==> config.mk <==
export PLATFORM = sky130hd
export DESIGN_NAME = mc_ctrl_fsm
export DESIGN_NICKNAME = d
export VERILOG_FILES = /design/src/rtl/mc_ctrl_fsm.sv
export SDC_FILE = /design/constraint.sdc
export NUM_CORES = 1
export LEC_CHECK = 0
export CORE_ASPECT_RATIO = 1.1
export CORE_MARGIN = 3
export CORE_UTILIZATION = 40
export CTS_BUF_LIST = sky130_fd_sc_hd__clkbuf_8
export DETAILED_ROUTE_END_ITERATION = 10
export MAX_ROUTING_LAYER = met4
export PLACE_DENSITY = 0.69
export SETUP_SLACK_MARGIN = 0.02
export SLEW_MARGIN = 20
export SYNTH_ARGS = -nofsm -noshare
export SYNTH_HDL_FRONTEND = slang
export SYNTH_SLANG_ARGS = --single-unit
==> constraint.sdc <==
create_clock -name clk -period 1.88 [get_ports clk]
set_input_delay 0.376 -clock clk [delete_from_list [all_inputs] [get_ports clk]]
set_output_delay 0.376 -clock clk [all_outputs]
set_load 0.01 [all_outputs]
==> src/rtl/mc_ctrl_fsm.sv <==
// Main control FSM for the multicycle RV32I core.
// Drives the datapath selects for every instruction. It also provides
// ready/valid memory stalls, a post-reset wait, an optional multi-cycle
// muldiv execute, and a memory-timeout watchdog that lands in a sticky TRAP.
module mc_ctrl_fsm #(
  parameter int RESET_WAIT  = 1,
  parameter int EN_MULDIV   = 1,
  parameter int MEM_TIMEOUT = 255
) (
  input  logic       clk,
  input  logic       rst,
  input  logic [6:0] op,
  input  logic       is_muldiv,
  input  logic       mem_ready,
  input  logic       ex_done,
  output logic       branch,
  output logic       PCUpdate,
  output logic       RegWrite,
  output logic       MemWrite,
  output logic       IRWrite,
  output logic [1:0] ResultSrc,
  output logic [1:0] ALUSrcA,
  output logic [1:0] ALUSrcB,
  output logic [1:0] ALUOp,
  output logic       AdrSrc,
  output logic       mem_req,
  output logic       ex_start,
  output logic       trap,
  output logic [1:0] trap_cause,
  output logic [4:0] state_dbg
);

  typedef enum logic [4:0] {
    S_WAIT     = 5'd0,
    S_FETCH    = 5'd1,
    S_DECODE   = 5'd2,
    S_MEMADR   = 5'd3,
    S_MEMREAD  = 5'd4,
    S_MEMWB    = 5'd5,
    S_MEMWRITE = 5'd6,
    S_EXECR    = 5'd7,
    S_EXECI    = 5'd8,
    S_ALUWB    = 5'd9,
    S_JAL      = 5'd10,
    S_BEQ      = 5'd11,
    S_BRT      = 5'd12,
    S_AUIPC    = 5'd13,
    S_LUI      = 5'd14,
    S_MULDIV   = 5'd15,
    S_TRAP     = 5'd31
  } state_t;

  // A zero-length post-reset wait means reset lands straight in FETCH.
  localparam state_t RST_STATE = (RESET_WAIT == 0) ? S_FETCH : S_WAIT;

  localparam int WW = (RESET_WAIT > 1) ? $clog2(RESET_WAIT) : 1;
  localparam logic [WW-1:0] WAIT_LAST = WW'((RESET_WAIT > 0) ? RESET_WAIT - 1 : 0);
  localparam int TW = (MEM_TIMEOUT > 1) ? $clog2(MEM_TIMEOUT) : 1;
  localparam logic [TW-1:0] TO_LAST = TW'(MEM_TIMEOUT - 1);

  state_t          state_q, state_d;
  logic [WW-1:0]   wait_cnt_q, wait_cnt_d;
  logic [TW-1:0]   to_cnt_q, to_cnt_d;
  logic [1:0]      cause_q, cause_d;
  logic            in_md_q, in_md_d;   // was in MULDIV last cycle
  logic            to_fire;

  // Memory is requested only in the three access states.
  assign mem_req = (state_q == S_FETCH) || (state_q == S_MEMREAD) ||
                   (state_q == S_MEMWRITE);
  // Last stalled cycle allowed; the watchdog takes over on the next edge.
  assign to_fire    = mem_req && !mem_ready && (to_cnt_q == TO_LAST);
  assign trap_cause = cause_q;
  assign state_dbg  = state_q;

  // Datapath controls decoded from the current state.
  always_comb begin
    branch    = 1'b0;
    PCUpdate  = 1'b0;
    RegWrite  = 1'b0;
    MemWrite  = 1'b0;
    IRWrite   = 1'b0;
    ResultSrc = 2'b00;
    ALUSrcA   = 2'b00;
    ALUSrcB   = 2'b00;
    ALUOp     = 2'b00;
    AdrSrc    = 1'b0;
    ex_start  = 1'b0;
    trap      = 1'b0;
    case (state_q)
      S_FETCH: begin
        ALUSrcB   = 2'b10;
        ResultSrc = 2'b10;
        IRWrite   = mem_ready;
        PCUpdate  = mem_ready;
      end
      S_DECODE:   begin ALUSrcA = 2'b01; ALUSrcB = 2'b01; end
      S_MEMADR:   begin ALUSrcA = 2'b10; ALUSrcB = 2'b01; end
      S_MEMREAD:  AdrSrc = 1'b1;
      S_MEMWB:    begin RegWrite = 1'b1; ResultSrc = 2'b01; end
      S_MEMWRITE: begin
        AdrSrc   = 1'b1;
        // Never issue a write on the cycle that hands off to the trap.
        MemWrite = !to_fire;
      end
      S_EXECR:    begin ALUSrcA = 2'b10; ALUOp = 2'b10; end
      S_EXECI:    begin ALUSrcA = 2'b10; ALUSrcB = 2'b01; ALUOp = 2'b10; end
      S_MULDIV: begin
        ALUSrcA  = 2'b10;
        ALUOp    = 2'b11;
        ex_start = !in_md_q;
      end
      S_ALUWB:    RegWrite = 1'b1;
      S_JAL:      begin PCUpdate = 1'b1; ALUSrcA = 2'b01; ALUSrcB = 2'b10; end
      S_BEQ, S_BRT: begin branch = 1'b1; ALUSrcA = 2'b10; ALUOp = 2'b01; end
      S_AUIPC:    begin ALUSrcA = 2'b01; ALUSrcB = 2'b01; end
      S_LUI:      begin RegWrite = 1'b1; ResultSrc = 2'b11; end
      S_TRAP:     trap = 1'b1;
      default: ;
    endcase
  end

  // Next-state, wait/timeout counters and trap cause.
  always_comb begin
    state_d    = state_q;
    wait_cnt_d = wait_cnt_q;
    cause_d    = cause_q;
    in_md_d    = (state_q == S_MULDIV);
    to_cnt_d   = (mem_req && !mem_ready) ? to_cnt_q + TW'(1) : '0;
    case (state_q)
      S_WAIT: begin
        if (wait_cnt_q == WAIT_LAST) state_d = S_FETCH;
        else wait_cnt_d = wait_cnt_q + WW'(1);
      end
      S_FETCH: if (mem_ready) state_d = S_DECODE;
      S_DECODE: begin
        case (op)
          7'b0110011: begin
            if (!is_muldiv) state_d = S_EXECR;
            else if (EN_MULDIV != 0) state_d = S_MULDIV;
            else begin state_d = S_TRAP; cause_d = 2'b01; end
          end
          7'b0010011: state_d = S_EXECI;
          7'b0000011, 7'b0100011, 7'b1100111: state_d = S_MEMADR;
          7'b1100011: state_d = S_BEQ;
          7'b1101111: state_d = S_JAL;
          7'b0010111: state_d = S_AUIPC;
          7'b0110111: state_d = S_LUI;
          default: begin state_d = S_TRAP; cause_d = 2'b01; end
        endcase
      end
      S_MEMADR: begin
        if (!op[5]) state_d = S_MEMREAD;
        else if (op == 7'b0100011) state_d = S_MEMWRITE;
        else state_d = S_JAL;
      end
      S_MEMREAD:  if (mem_ready) state_d = S_MEMWB;
      S_MEMWB:    state_d = S_FETCH;
      S_MEMWRITE: if (mem_ready) state_d = S_FETCH;
      S_EXECR, S_EXECI, S_JAL, S_AUIPC: state_d = S_ALUWB;
      S_MULDIV:   if (ex_done) state_d = S_ALUWB;
      S_ALUWB:    state_d = S_FETCH;
      S_BEQ:      state_d = S_BRT;
      S_BRT:      state_d = S_FETCH;
      S_LUI:      state_d = S_FETCH;
      S_TRAP:     state_d = S_TRAP;
      default: begin state_d = S_TRAP; cause_d = 2'b01; end
    endcase
    if (to_fire) begin
      state_d = S_TRAP;
      cause_d = 2'b10;
    end
  end

  // State register; reset is asynchronous so controls drop at once.
  always_ff @(posedge clk or posedge rst) begin
    if (rst) begin
      state_q    <= RST_STATE;
      wait_cnt_q <= '0;
      to_cnt_q   <= '0;
      cause_q    <= 2'b00;
      in_md_q    <= 1'b0;
    end else begin
      state_q    <= state_d;
      wait_cnt_q <= wait_cnt_d;
      to_cnt_q   <= to_cnt_d;
      cause_q    <= cause_d;
      in_md_q    <= in_md_d;
    end
  end

endmodule

==> impl.org <==
** Synth
- Net Count, Synth :: approximately 170
- Fraction of post-synthesis cell area in the top cell type by area :: 31.68%
- Synthesis inferred 16 register bits.
- The mapped netlist covers 0.001264 mm².
- In the synthesized netlist the async set-or-reset flop fraction comes to 100.0%.
- In this run, synthesis inferred 0 flip-flops with an integrated enable.
- Yosys synthesis warning count :: 0
- Count of different cell masters after synthesis :: 50
- The share of the Yosys chip area taken by registers is 31.68%.
- The largest total area in the synthesized netlist belongs to dfrtp_1.
- In the synthesized netlist the dominant register cell turns out to be dfrtp_1.
- Mean cell area of the mapped netlist :: 7.998 µm²
- After technology mapping, the gate count stands at 158.
- Cell types occupying the most area after synthesis :: dfrtp_1 (32%), nor2_1 (6.8%), xor2_1 (4.2%)

** Critical path
- The worst setup path is captured at an output port.
- Data on the critical path arrives at its endpoint at about 1.7 ns.
- Largest fanout of any net on the critical path :: 5
- On the critical path, the stage with the largest delay is an instance of dfrtp_2.
- The critical path goes through buf_4, nor3b_4, o211ai_2, nand3b_1, nand2_1, nor2_1, buf_2.
- For this run, the slowest stage of the critical path takes ~0.45 ns.
- Data required time at the worst endpoint :: 1.50 ns
- Critical Setup Path Class :: reg -> out
- The worst setup path is launched from a flop.

** Place
- Total cell area at the placement stage :: 0.001986 mm²
- Detailed Place HPWL :: 3313 µm
- Before CTS, the worst setup slack after placement is -0.4149 ns.
- The congestion estimate from routability-driven global placement came to 0.8887.
- Number of I/O port buffers :: 35

** Clock tree
- TritonCTS created 3 clock buffers.
- Number of clock sinks :: 16
- CTS built an H-tree with a depth of 1.
- Hold_buf cts :: 0
- The tree is rooted in a clkbuf_8.
- TritonCTS built the clock tree.
- Clock latency reported for the late side of the worst-skew pair :: about 0.25 ns
- Clock transition at the registers of the reported paths :: 0.06 ns
- The longest clock path from root to sink contains 2 buffers.

** Floorplan
- Cell row count :: 20
- Placeable core area :: roughly 0.0029 mm²
- 36 I/O pins were placed.
- Die Span Y :: around 65 µm
- Die outline width :: 59.59 µm
- Area of the die :: 0.003870 mm²
- Initial core utilization :: 43.53%

** Final layout
- After the last flow step, the layout net total stands at roughly 280.
- Area of all placed cells without fillers :: between 0.002 and 0.0025 mm²
- Share of cells above drive strength 1 :: 52.04%
- Leaving out fill and tap cells, the most frequent cell in the layout is buf_4.
- Top library cells by usage in the layout, fill and taps aside :: buf_4 (69), nor2_1 (18), buf_6 (16)
- From synthesis to final layout, the design area changed by 91.09%.
- The number of antenna diodes in the final layout is 0.

** Power and ir drop
- Final Total Pwr :: 0.001284 W
- IR analysis of the VDD net gives a maximum drop of 722.0 µV.
- Power spread over the standard cell area amounts to 531.8 mW/mm².
- Static power due to leakage :: 1.174 nW

** STA
- The number of endpoints with negative hold slack in the final report was 0.
- Setup violations, final :: 16
- Headroom to the max-slew limit :: 60.39%
- For this run, the top clock speed supported by timing is 486.4 MHz.
- Setup repair after global routing could not meet its margin everywhere.
- Of the available clock period, the critical path in the final layout requires 109.4%.
- Worst setup slack after layout :: -0.1760 ns
- The worst path in the final design needs a cycle of just over 2 ns, including I/O delays and setup.
- Number of pins with negative max-slew slack in the final report :: 0
- Setup_tns :: -1.593 ns
- The clock arrives with 0.005563 ns of skew.
- Slew of the pin with the lowest slew margin :: 0.5935 ns

** Routing
- Summed over all nets, wire length on met3 after detailed routing comes to 304 µm.
- Number of DRC markers in iteration 0 :: 137
- Summing over every cut layer, the via total after detailed routing is 1776.
- After detailed routing, the average wire length per cell comes to 19.10 µm.
- After detailed routing, the number of vias per cell comes to 5.881.
- Summed over all layers, the routed wires come to 5769 µm.
- Top metal layer carrying routed signals :: met4
- In the detailed route, the total length drawn on met2 is 3095 µm.
- Number of nets with antenna violations after routing :: 0
- Met1 Routed Length :: 2013 µm
- In the routed design, unresolved DRC markers number 0.
- First-pass iteration count of the detailed router :: 4

** Global routing
- The initial antenna violation count is 0.
- Sum of overflow across all layers after global routing :: 0
- Entering global routing, the biggest net connects 17 pins.
- Wire length of the first global-routing pass :: between 8000 and 9000 µm
- Via count of the first global-routing pass :: around 1800
- Global routing consumed, over all layers together, 29.01% of the routing resources.

** Run status
- Result of the run :: finished, violations left
- The final reports fail on setup timing.

** Min path
- The worst hold path belongs to the class reg -> reg.

** Run
- Across the run, the number of max-cap violations was 0.
==> sequential cells by signal (all words and copies together), names as in the netlist <==
register    flops
state_dbg       5
in_md_q         1
to_cnt_q        8
trap_cause      2
==> power by group <==
part	switching, W	internal (W)	leakage, nW
registers	0.0000313	0.000362	0.191
logic	0.000284	0.000305	0.955
clock network	0.000115	0.000186	0.0288
total	0.000431	0.000854	1.17
==> cell families after synthesis <==
family,count (synthesis),synth area share (%)
xor+xnor,7,4.852
flops,16,31.68
buf+inv,18,7.327
fa+ha+maj,2,1.980
compound gates,42,23.76
simple gates,73,30.40
==> cell usage after synthesis (2+ instances only) <==
cell      instances
a21o_1            3
a21oi_1           9
a31oi_1           2
and3_1            4
buf_2             4
buf_6             2
clkbuf_1          2
dfrtp_1          16
ha_1              2
inv_1             7
nand2_1          13
nand2b_1          3
nand3_1           8
nor2_1           23
nor2b_1           3
nor3_1            6
o21ai_0           8
o32a_1            5
or3_1             2
xor2_1            6
==> repair_timing <==
action,CTS,global route
hold endpoints to repair,0,0
setup buffers,26,11
cloned,0,0
setup endpoints to repair,21,22
gates resized for setup,94,42
pin swaps,11,15
==> metrics by stage <==
stage / utilization, % / hold WS (ns) / std cells
2_1_floorplan: - / 0.2897 / 158
3_3_place_gp: 68.41 / 0.4750 / 267
3_5_place_dp: 68.41 / 0.4962 / 267
4_1_cts: 77.84 / 0.5116 / 294
5_1_grt: 83.19 / 0.5192 / 302
6_report: 83.19 / 0.5075 / 302
==> metal layers <==
layer,GRT usage (%),vias to the layer above
li1,-,793
met1,27.60,863
met2,54.51,86
met3,4.582,34
met4,14.40,0
met5,-,-
==> area by class of cell <==
cell class                      count  area, µm²
Timing Repair Buffer              118      958.4
Multi-Input combinational cell    124      924.6
Fill cell                         154      488.0
Sequential cell                    16      406.6
Clock buffer                        4      55.05
Tap cell                           33      41.29
Inverter                            7      28.78
==> worst max-delay path, delay by kind of cell (launching register included) <==
| family | cells | cell delay, ns |
|---|---|---|
| simple gates | 4 | 0.58 |
| flops | 1 | 0.45 |
| buf+inv | 2 | 0.29 |
| compound gates | 1 | 0.11 |
==> worst paths after layout <==
check	startpoint	endpoint	slack, ns	depth (start not counted)
max in group asynchronous	rst	state_dbg[2]	0.93	2
min reg2reg	trap_cause[0]	trap_cause[0]	0.51	1
max	state_dbg[1]	MemWrite	-0.18	7
max reg2reg	state_dbg[1]	state_dbg[1]	-0.16	9
min	trap_cause[0]	trap_cause[0]	0.51	1
min in group asynchronous	rst	in_md_q	0.52	2
Note: power is estimated with default switching activity, not from simulation.
